$ cat src/rtl/arm_isa_pkg.sv
// Shared ARM-format instruction field layout and op classes, used by the
// encoder and by the decoder in the control path.
package arm_isa_pkg;

  localparam int unsigned COND_MSB  = 31;
  localparam int unsigned COND_LSB  = 28;
  localparam int unsigned OP_MSB    = 27;
  localparam int unsigned OP_LSB    = 26;
  localparam int unsigned FUNCT_MSB = 25;
  localparam int unsigned FUNCT_LSB = 20;
  localparam int unsigned RN_MSB    = 19;
  localparam int unsigned RN_LSB    = 16;
  localparam int unsigned RD_MSB    = 15;
  localparam int unsigned RD_LSB    = 12;
  localparam int unsigned SRC2_MSB  = 11;
  localparam int unsigned SRC2_LSB  = 0;

  localparam logic [1:0] OP_DP    = 2'b00;
  localparam logic [1:0] OP_MEM   = 2'b01;
  localparam logic [1:0] OP_BR    = 2'b10;
  localparam logic [1:0] OP_UNDEF = 2'b11;

  typedef enum logic [2:0] {
    StIdle,
    StLoad,
    StWrite,
    StDone,
    StError
  } enc_state_e;

endpackage

$ cat src/rtl/instr_word_pack.sv
// Combinational packer: places each instruction field at its ARM-format bit
// position without modifying any field.
module instr_word_pack
  import arm_isa_pkg::*;
(
  input  logic [3:0]  cond,
  input  logic [1:0]  op,
  input  logic [5:0]  funct,
  input  logic [3:0]  rn,
  input  logic [3:0]  rd,
  input  logic [11:0] src2,
  output logic [31:0] word
);

  always_comb begin
    word = '0;
    word[COND_MSB:COND_LSB]   = cond;
    word[OP_MSB:OP_LSB]       = op;
    word[FUNCT_MSB:FUNCT_LSB] = funct;
    word[RN_MSB:RN_LSB]       = rn;
    word[RD_MSB:RD_LSB]       = rd;
    word[SRC2_MSB:SRC2_LSB]   = src2;
  end

endmodule

$ cat src/rtl/instr_stream_encoder.sv
// Program loader: accepts instruction field sets on a valid/ready stream, packs
// them and writes them to imem, holding the core in reset until the load ends.
module instr_stream_encoder
  import arm_isa_pkg::*;
#(
  parameter int unsigned ADDR_W    = 6,
  parameter int unsigned BASE_ADDR = 0,
  parameter int unsigned MAX_WORDS = 64
) (
  input  logic              clk,
  input  logic              rst_n,
  input  logic              start,
  input  logic              in_valid,
  output logic              in_ready,
  input  logic [3:0]        in_cond,
  input  logic [1:0]        in_op,
  input  logic [5:0]        in_funct,
  input  logic [3:0]        in_rn,
  input  logic [3:0]        in_rd,
  input  logic [11:0]       in_src2,
  input  logic              in_last,
  output logic              imem_we,
  output logic [ADDR_W-1:0] imem_addr,
  output logic [31:0]       imem_wdata,
  output logic              cpu_hold,
  output logic              busy,
  output logic              done,
  output logic              error,
  output logic [ADDR_W:0]   word_count
);

  localparam logic [ADDR_W-1:0] BaseAddr = ADDR_W'(BASE_ADDR);
  localparam logic [ADDR_W:0]   MaxCount = (ADDR_W + 1)'(MAX_WORDS);

  enc_state_e  state;
  logic        weQ;
  logic        lastQ;
  logic [31:0] packedWord;

  instr_word_pack uPack (
    .cond  (in_cond),
    .op    (in_op),
    .funct (in_funct),
    .rn    (in_rn),
    .rd    (in_rd),
    .src2  (in_src2),
    .word  (packedWord)
  );

  // Reset is sampled synchronously, so gate the strobe to kill a write that
  // would otherwise land in the same cycle reset is asserted.
  assign imem_we = weQ & rst_n;

  always_ff @(posedge clk) begin
    if (!rst_n) begin
      state      <= StIdle;
      in_ready   <= 1'b0;
      weQ        <= 1'b0;
      lastQ      <= 1'b0;
      imem_addr  <= BaseAddr;
      imem_wdata <= '0;
      cpu_hold   <= 1'b1;
      busy       <= 1'b0;
      done       <= 1'b0;
      error      <= 1'b0;
      word_count <= '0;
    end else begin
      done <= 1'b0;
      weQ  <= 1'b0;
      unique case (state)
        StIdle, StDone, StError: begin
          if (start) begin
            state      <= StLoad;
            in_ready   <= 1'b1;
            busy       <= 1'b1;
            cpu_hold   <= 1'b1;
            error      <= 1'b0;
            word_count <= '0;
            imem_addr  <= BaseAddr;
          end else if (state == StDone) begin
            state <= StIdle;
          end
        end
        StLoad: begin
          if (in_valid && in_ready) begin
            in_ready <= 1'b0;
            // Rejected transfers are consumed without a write.
            if (in_op == OP_UNDEF || word_count == MaxCount) begin
              state <= StError;
              error <= 1'b1;
              busy  <= 1'b0;
            end else begin
              state      <= StWrite;
              weQ        <= 1'b1;
              imem_wdata <= packedWord;
              lastQ      <= in_last;
            end
          end
        end
        StWrite: begin
          word_count <= word_count + 1'b1;
          imem_addr  <= imem_addr + 1'b1;
          if (lastQ) begin
            state    <= StDone;
            done     <= 1'b1;
            cpu_hold <= 1'b0;
            busy     <= 1'b0;
          end else begin
            state    <= StLoad;
            in_ready <= 1'b1;
          end
        end
        default: state <= StIdle;
      endcase
    end
  end

endmodule

$ cat config.mk
export PLATFORM = sky130hd
export DESIGN_NAME = instr_stream_encoder
export DESIGN_NICKNAME = d
export VERILOG_FILES = /design/src/rtl/arm_isa_pkg.sv /design/src/rtl/instr_word_pack.sv /design/src/rtl/instr_stream_encoder.sv
export SDC_FILE = /design/constraint.sdc
export NUM_CORES = 1
export LEC_CHECK = 0
export CORE_AREA = 10 10 86 88
export CTS_CLUSTER_SIZE = 12
export DETAILED_ROUTE_END_ITERATION = 10
export DIE_AREA = 0 0 96 98
export GPL_TIMING_DRIVEN = 0
export PLACE_DENSITY = 0.78
export SETUP_SLACK_MARGIN = 0.2
export SLEW_MARGIN = 20
export SYNTH_ARGS = -nofsm -noshare
export SYNTH_HDL_FRONTEND = slang
export SYNTH_SLANG_ARGS = --single-unit
$ cat constraint.sdc
create_clock -name clk -period 2.2 [get_ports clk]
set_input_delay 0.66 -clock clk [delete_from_list [all_inputs] [get_ports clk]]
set_output_delay 0.66 -clock clk [all_outputs]
set_load 0.02 [all_outputs]
==> results of run 1 <==
-- state kept, by name, indices dropped and copies added, names as in the netlist --
register    count
busy            1
cpu_hold        1
imem_addr       6
word_count      7
done            1
weQ             1
in_ready        1
error           1
imem_wdata     32
state           3
lastQ           1
-- cell families (layout without fill, tap and decap cells) --
family / after synthesis / count (layout) / share of synthesized area
flip-flops: 55 / 55 / 0.4413
multiplexers: 31 / 31 / 0.1244
AND/OR/NAND/NOR: 130 / 130 / 0.2412
adder cells (fa/ha/maj): 3 / 3 / 0.01505
buffers and inverters: 22 / 116 / 0.05015
AO/OA/AOI/OAI: 44 / 44 / 0.1279
-- final cells by class --
class	instances	area (um^2)	area share
sequential	55	1101	0.3104
timing repair buffer	86	860.8	0.2427
inverter	4	15.01	0.004233
multi-input combinational	208	1269	0.3577
tap	75	93.84	0.02646
buffer	18	115.1	0.03245
clock inverter	3	23.77	0.006702
clock buffer	5	68.82	0.01940
-- metrics by stage --
stage               instance area, um^2  utilization  total power [mW]
finish                             3547       0.6174             1.943
global route                       3547       0.6174             2.024
CTS                                3530       0.6143             1.961
detailed placement                 3451       0.6006             1.388
global placement                   3451       0.6006             1.384
floorplan                          2496            -             1.235
-- worst max-delay path, stage by stage --
cell	delay, ns
clkbuf_2	0.16
buf_4	0.19
and2_1	0.13
clkbuf_2	0.16
-- cell usage in the layout, fill, tap and decap left out, drive strengths merged, types with 4 or more instances in the layout --
cell type,count
dlygate4sd2,12
nor3,7
inv,4
nand3,6
nor2,21
mux2i,31
clkbuf,14
clkdlybuf4s50,62
a311oi,4
dlymetal6s2s,10
o21ai,10
a21oi,12
buf,11
nand2,74
dfxtp,55
nand2b,4
-- per-layer routing --
metal	vias up	track usage	wire length, um
met3	5	0.08806	816
met1	1094	0.1692	2787
met4	0	0.03859	51
met2	82	0.2289	3350
li1	1174	-	-
met5	-	0	0
-- worst min-delay path by stage --
| stage | startpoint | endpoint | depth (start not counted) |
|---|---|---|---|
| finish | imem_wdata[20] | imem_wdata[20] | 2 |
| global route | imem_wdata[2] | imem_wdata[2] | 2 |
| CTS | imem_wdata[20] | imem_wdata[20] | 2 |
| detailed placement | imem_wdata[6] | imem_wdata[6] | 2 |
| global placement | imem_wdata[31] | imem_wdata[31] | 2 |
| floorplan | lastQ | lastQ | 2 |
-- repair_timing --
item,4_1_cts,5_1_grt
endpoints found under the hold margin,0,0
resized for setup,16,15
endpoints found under the setup margin,24,12
pin swaps,0,0
-- power by group --
| group | switching [mW] | internal (mW) |
|---|---|---|
| clock network | 0.355 | 0.229 |
| registers | 0.0194 | 1.02 |
| logic | 0.162 | 0.157 |
| total | 0.536 | 1.41 |
==> results.yml, run 1 <==
global_route:
  overflow: 0
  grt_pass1_wl_um: 11320
  grt_max_degree: 19
  grtUsageTotal: 0.1483
  antenna_found_initial: 0
  grt_pass1_vias: 2296
clocking:
  h-tree-depth: 2
  cts_setup_buffers: 0
  cts_tree: "yes"
  cts_hold_buf: 0
  cts_root_buf: "clkbuf_8"
  cts_buffers: 5
  cts.path.max_buffers: 2
  clk_pin_slew_ns: 0.11
  cts_sinks: 55
  clk_latency_ns: 0.32
worst_setup_path:
  setup.worst_path.start: "rst_n"
  endpoint: "imem_we"
  crit_path_end_kind: "primary output"
  path_max_fanout: 10
  reg2reg_from: "state[2]"
  r2r-end: "imem_wdata[21]"
  arrival_ns: 1.31
  cp.required_ns: 1.54
  reg2reg_depth: 6
  ff2ff_setup_slack_ns: 0.41
  critPathLaunchType: "input pin"
  path_class: "input pin to primary output"
floorplanning:
  die_h_um: 98
  die_w_um: 96
  core_area_um2: 5746
  row_count: 28
  io_pins: 88
  die-area_um2: 9408
  start_util: 0.4342
yosys:
  post-synth-top-count-cell: "nand2_1"
  yosys_warnings: 0
  syn_nets: 325
  synth_common_cells: "nand2_1 (74), dfxtp_1 (55), mux2i_1 (31)"
  yosysTopAreaCellShare: 0.4413
  ys_types: 42
  synth_area_leaders: "dfxtp_1 (44%), mux2i_1 (12%), nand2_1 (11%), nor2_1 (3.0%), a21oi_1 (2.4%)"
  synth_ff_type: "dfxtp_1"
  yosys.area.top_type: "dfxtp_1"
  syn_inst: 285
  synth-seq-cells: 55
  syn_area_um2: 2495
  ys_seq_area_frac: 0.4413
  synth_area_per_cell_um2: 8.754
  synth_async_sr_flop_share: 0
  synth_edf_count: 0
power:
  power.density_nw_per_um2: 547.8
  ir_worst_vdd_mv: 0.3584
  cellLeakagePower_nw: 1.495
placement:
  dpl.hpwl_um: 5349
  io_buffers: 86
  place_congestion: 0.8766
  dp_cells: 446
  dp_slack_ns: -0.4350
job:
  drv_cap: 0
sta:
  rsz0062_at_grt: "yes"
  whs_ns: 0.4577
  tightest_slew_ns: 0.6748
  max_freq_ghz: 0.5078
  finalWorstSetupSlack_ns: 0.2308
  fin_crit_sh: 0.8951
  hold_viol_final: 0
  drv_slew: 0
  slew_headroom: 0.5460
  fin_crit_ns: 1.969
  clock_skew_ns: 0.009792
  setup_violations: 0
  setup_tns_ns: 0
hold_path:
  hp-class: "flop to flop"
drt:
  drc: 0
  avgViaCountPerCell: 5.187
  drt_wl_total_um: 7006
  drtIter0Drc: 197
  drtPass1Iterations: 4
  wire_per_inst_um: 15.43
  vias: 2355
  detail-route-antenna-nets: 0
cells_and_area:
  drive_above_1_share: 0.08179
  nFillCells: 528
  instances_no_fill: 454
  final_nets: 418
  area_delta_synth_final_pct: 42.18
  diodes: 0
outcome:
  status: "finished, final reports clean"
Power figures use the tool's default switching activity.
==> inputs of run 2 (changes only) <==
CAP_MARGIN = 20   (was unset)
SETUP_SLACK_MARGIN = 0.15   (was 0.2)
==> run 2 against run 1 <==
Net effect: final area is essentially flat; critical path depth unchanged; register-to-register slack improved by 0.04 ns; clock skew grew 0.0014 ns; worst hold slack improved by 0.0030 ns; cell count unchanged; fmax fell by 1.2%; first-iteration DRC count down 0.51%; non-clock buffer count unchanged.
==> results.yml, run 2 (synthesized netlist as in run 1, its figures left out) <==
cells_and_area:
  nFillCells: 528
  fin_util: 0.6169
  drive_above_1_share: 0.07916
  instances_no_fill: 454
  final_nets: 418
  mostFrequentLayoutCells: "nand2_1 (74), clkdlybuf4s50_1 (72), dfxtp_1 (55)"
  diodes: 0
  area_delta_synth_final_pct: 42.08
  final_area_um2: 3545
  final_common_cell: "nand2_1"
  reg.largest.list: "imem_wdata (32), word_count (7), imem_addr (6)"
  largest_register: "imem_wdata"
  largest_reg_flops: 32
worst_setup_path:
  critPathMaxStageDelay_ns: 0.22
  cp_top_family: "buffers and inverters"
  ff2ff_setup_slack_ns: 0.45
  crit_path_frequent_cell: "clkbuf_2"
  crit_path_end_kind: "primary output"
  crit_chain: "clkbuf_2, clkbuf_4, and2_1, clkbuf_2"
  cp_slowest_cell: "clkbuf_4"
  setup.worst_path.start: "rst_n"
  r2r-end: "imem_wdata[18]"
  critPathLaunchType: "input pin"
  path_buf_inv: 3
  path_max_fanout: 10
  reg2reg_from: "state[2]"
  arrival_ns: 1.33
  reg2reg_depth: 6
  cp.required_ns: 1.54
  path_class: "input pin to primary output"
clocking:
  cts.path.max_buffers: 2
  h-tree-depth: 2
  clk_pin_slew_ns: 0.11
  cts_sinks: 55
  clk_latency_ns: 0.32
  cts_root_buf: "clkbuf_8"
  cts_setup_buffers: 0
  cts_buffers: 5
  cts_tree: "yes"
placement:
  dp_slack_ns: -0.4350
  place_congestion: 0.8766
  dp_cells: 446
  placed_area_um2: 3451
  dpl.hpwl_um: 5349
  io_buffers: 86
global_route:
  antenna_found_initial: 0
  grt_pass1_vias: 2301
  grt_max_degree: 19
  grtUsageTotal: 0.1485
  grt_pass1_wl_um: 11340
  overflow: 0
drt:
  vias: 2331
  drc: 0
  wire_per_inst_um: 15.26
  drtPass1Iterations: 4
  detail-route-antenna-nets: 0
  drt_wl_total_um: 6928
  drtIter0Drc: 196
  avgViaCountPerCell: 5.134
sta:
  max_freq_ghz: 0.5015
  clock_skew_ns: 0.01116
  drv_slew: 0
  fin_crit_ns: 1.994
  tightest_slew_ns: 0.6769
  fin_crit_sh: 0.9063
  finalWorstSetupSlack_ns: 0.2061
  hold_viol_final: 0
  whs_ns: 0.4607
  setup_tns_ns: 0
  setup_violations: 0
  rsz0062_at_grt: "yes"
  slew_headroom: 0.5446
hold_path:
  hp-class: "flop to flop"
  hold_end: "imem_wdata[20]"
  holdPathStages: 2
  min-delay-start: "imem_wdata[20]"
power:
  ir_worst_vdd_mv: 0.3609
  cellLeakagePower_nw: 1.379
  power.density_nw_per_um2: 548.3
  total_power_mw: 1.944
floorplanning:
  start_util: 0.4342
  die-area_um2: 9408
  die_h_um: 98
  die_w_um: 96
  io_pins: 88
  row_count: 28
  core_area_um2: 5746
job:
  drv_cap: 0
outcome:
  status: "finished, final reports clean"
## run 2: worst max path at each step
stage	endpoint	slack, ns	cells past startpoint
after floorplan	imem_we	0.21	3
after global placement	imem_we	-0.42	4
after detailed placement	imem_we	-0.44	4
after CTS	imem_we	0.01	4
after global routing	imem_we	0.15	4
final	imem_we	0.21	4
## run 2: timing repair
item	in CTS	in global routing
gates resized for setup	11	7
hold buffers	0	0
endpoints found under the setup margin	18	6
gates cloned	0	0
## run 2: layer usage
metal,vias to the layer above,share of wire,global-route usage
met4,0,0.0088,0.03859
met5,-,0,0
met3,5,0.12,0.08806
li1,1173,-,-
met2,77,0.47,0.2289
met1,1076,0.40,0.1697
## run 2: tightest hold or removal path, delay by kind of cell (launching register included)
kind,cells,cell delay (ns)
muxes,1,0.05
and+or+nand+nor,1,0.05
DFF,1,0.33
## run 2: where the power goes
part	internal (mW)	total [mW]	leakage, nW	switching (mW)
logic	0.158	0.319	0.894	0.161
registers	1.02	1.04	0.445	0.0193
clock network	0.229	0.584	0.0408	0.355
## run 2: cell type report
| class | count | area [um^2] | share of cell area |
|---|---|---|---|
| Inverter | 4 | 15.01 | 0.004236 |
| Timing Repair Buffer | 86 | 858.3 | 0.2421 |
| Buffer | 18 | 115.1 | 0.03247 |
| Clock buffer | 5 | 68.82 | 0.01941 |
| Sequential cell | 55 | 1101 | 0.3106 |
| Tap cell | 75 | 93.84 | 0.02647 |
| Clock inverter | 3 | 23.77 | 0.006707 |
| Multi-Input combinational cell | 208 | 1269 | 0.3579 |
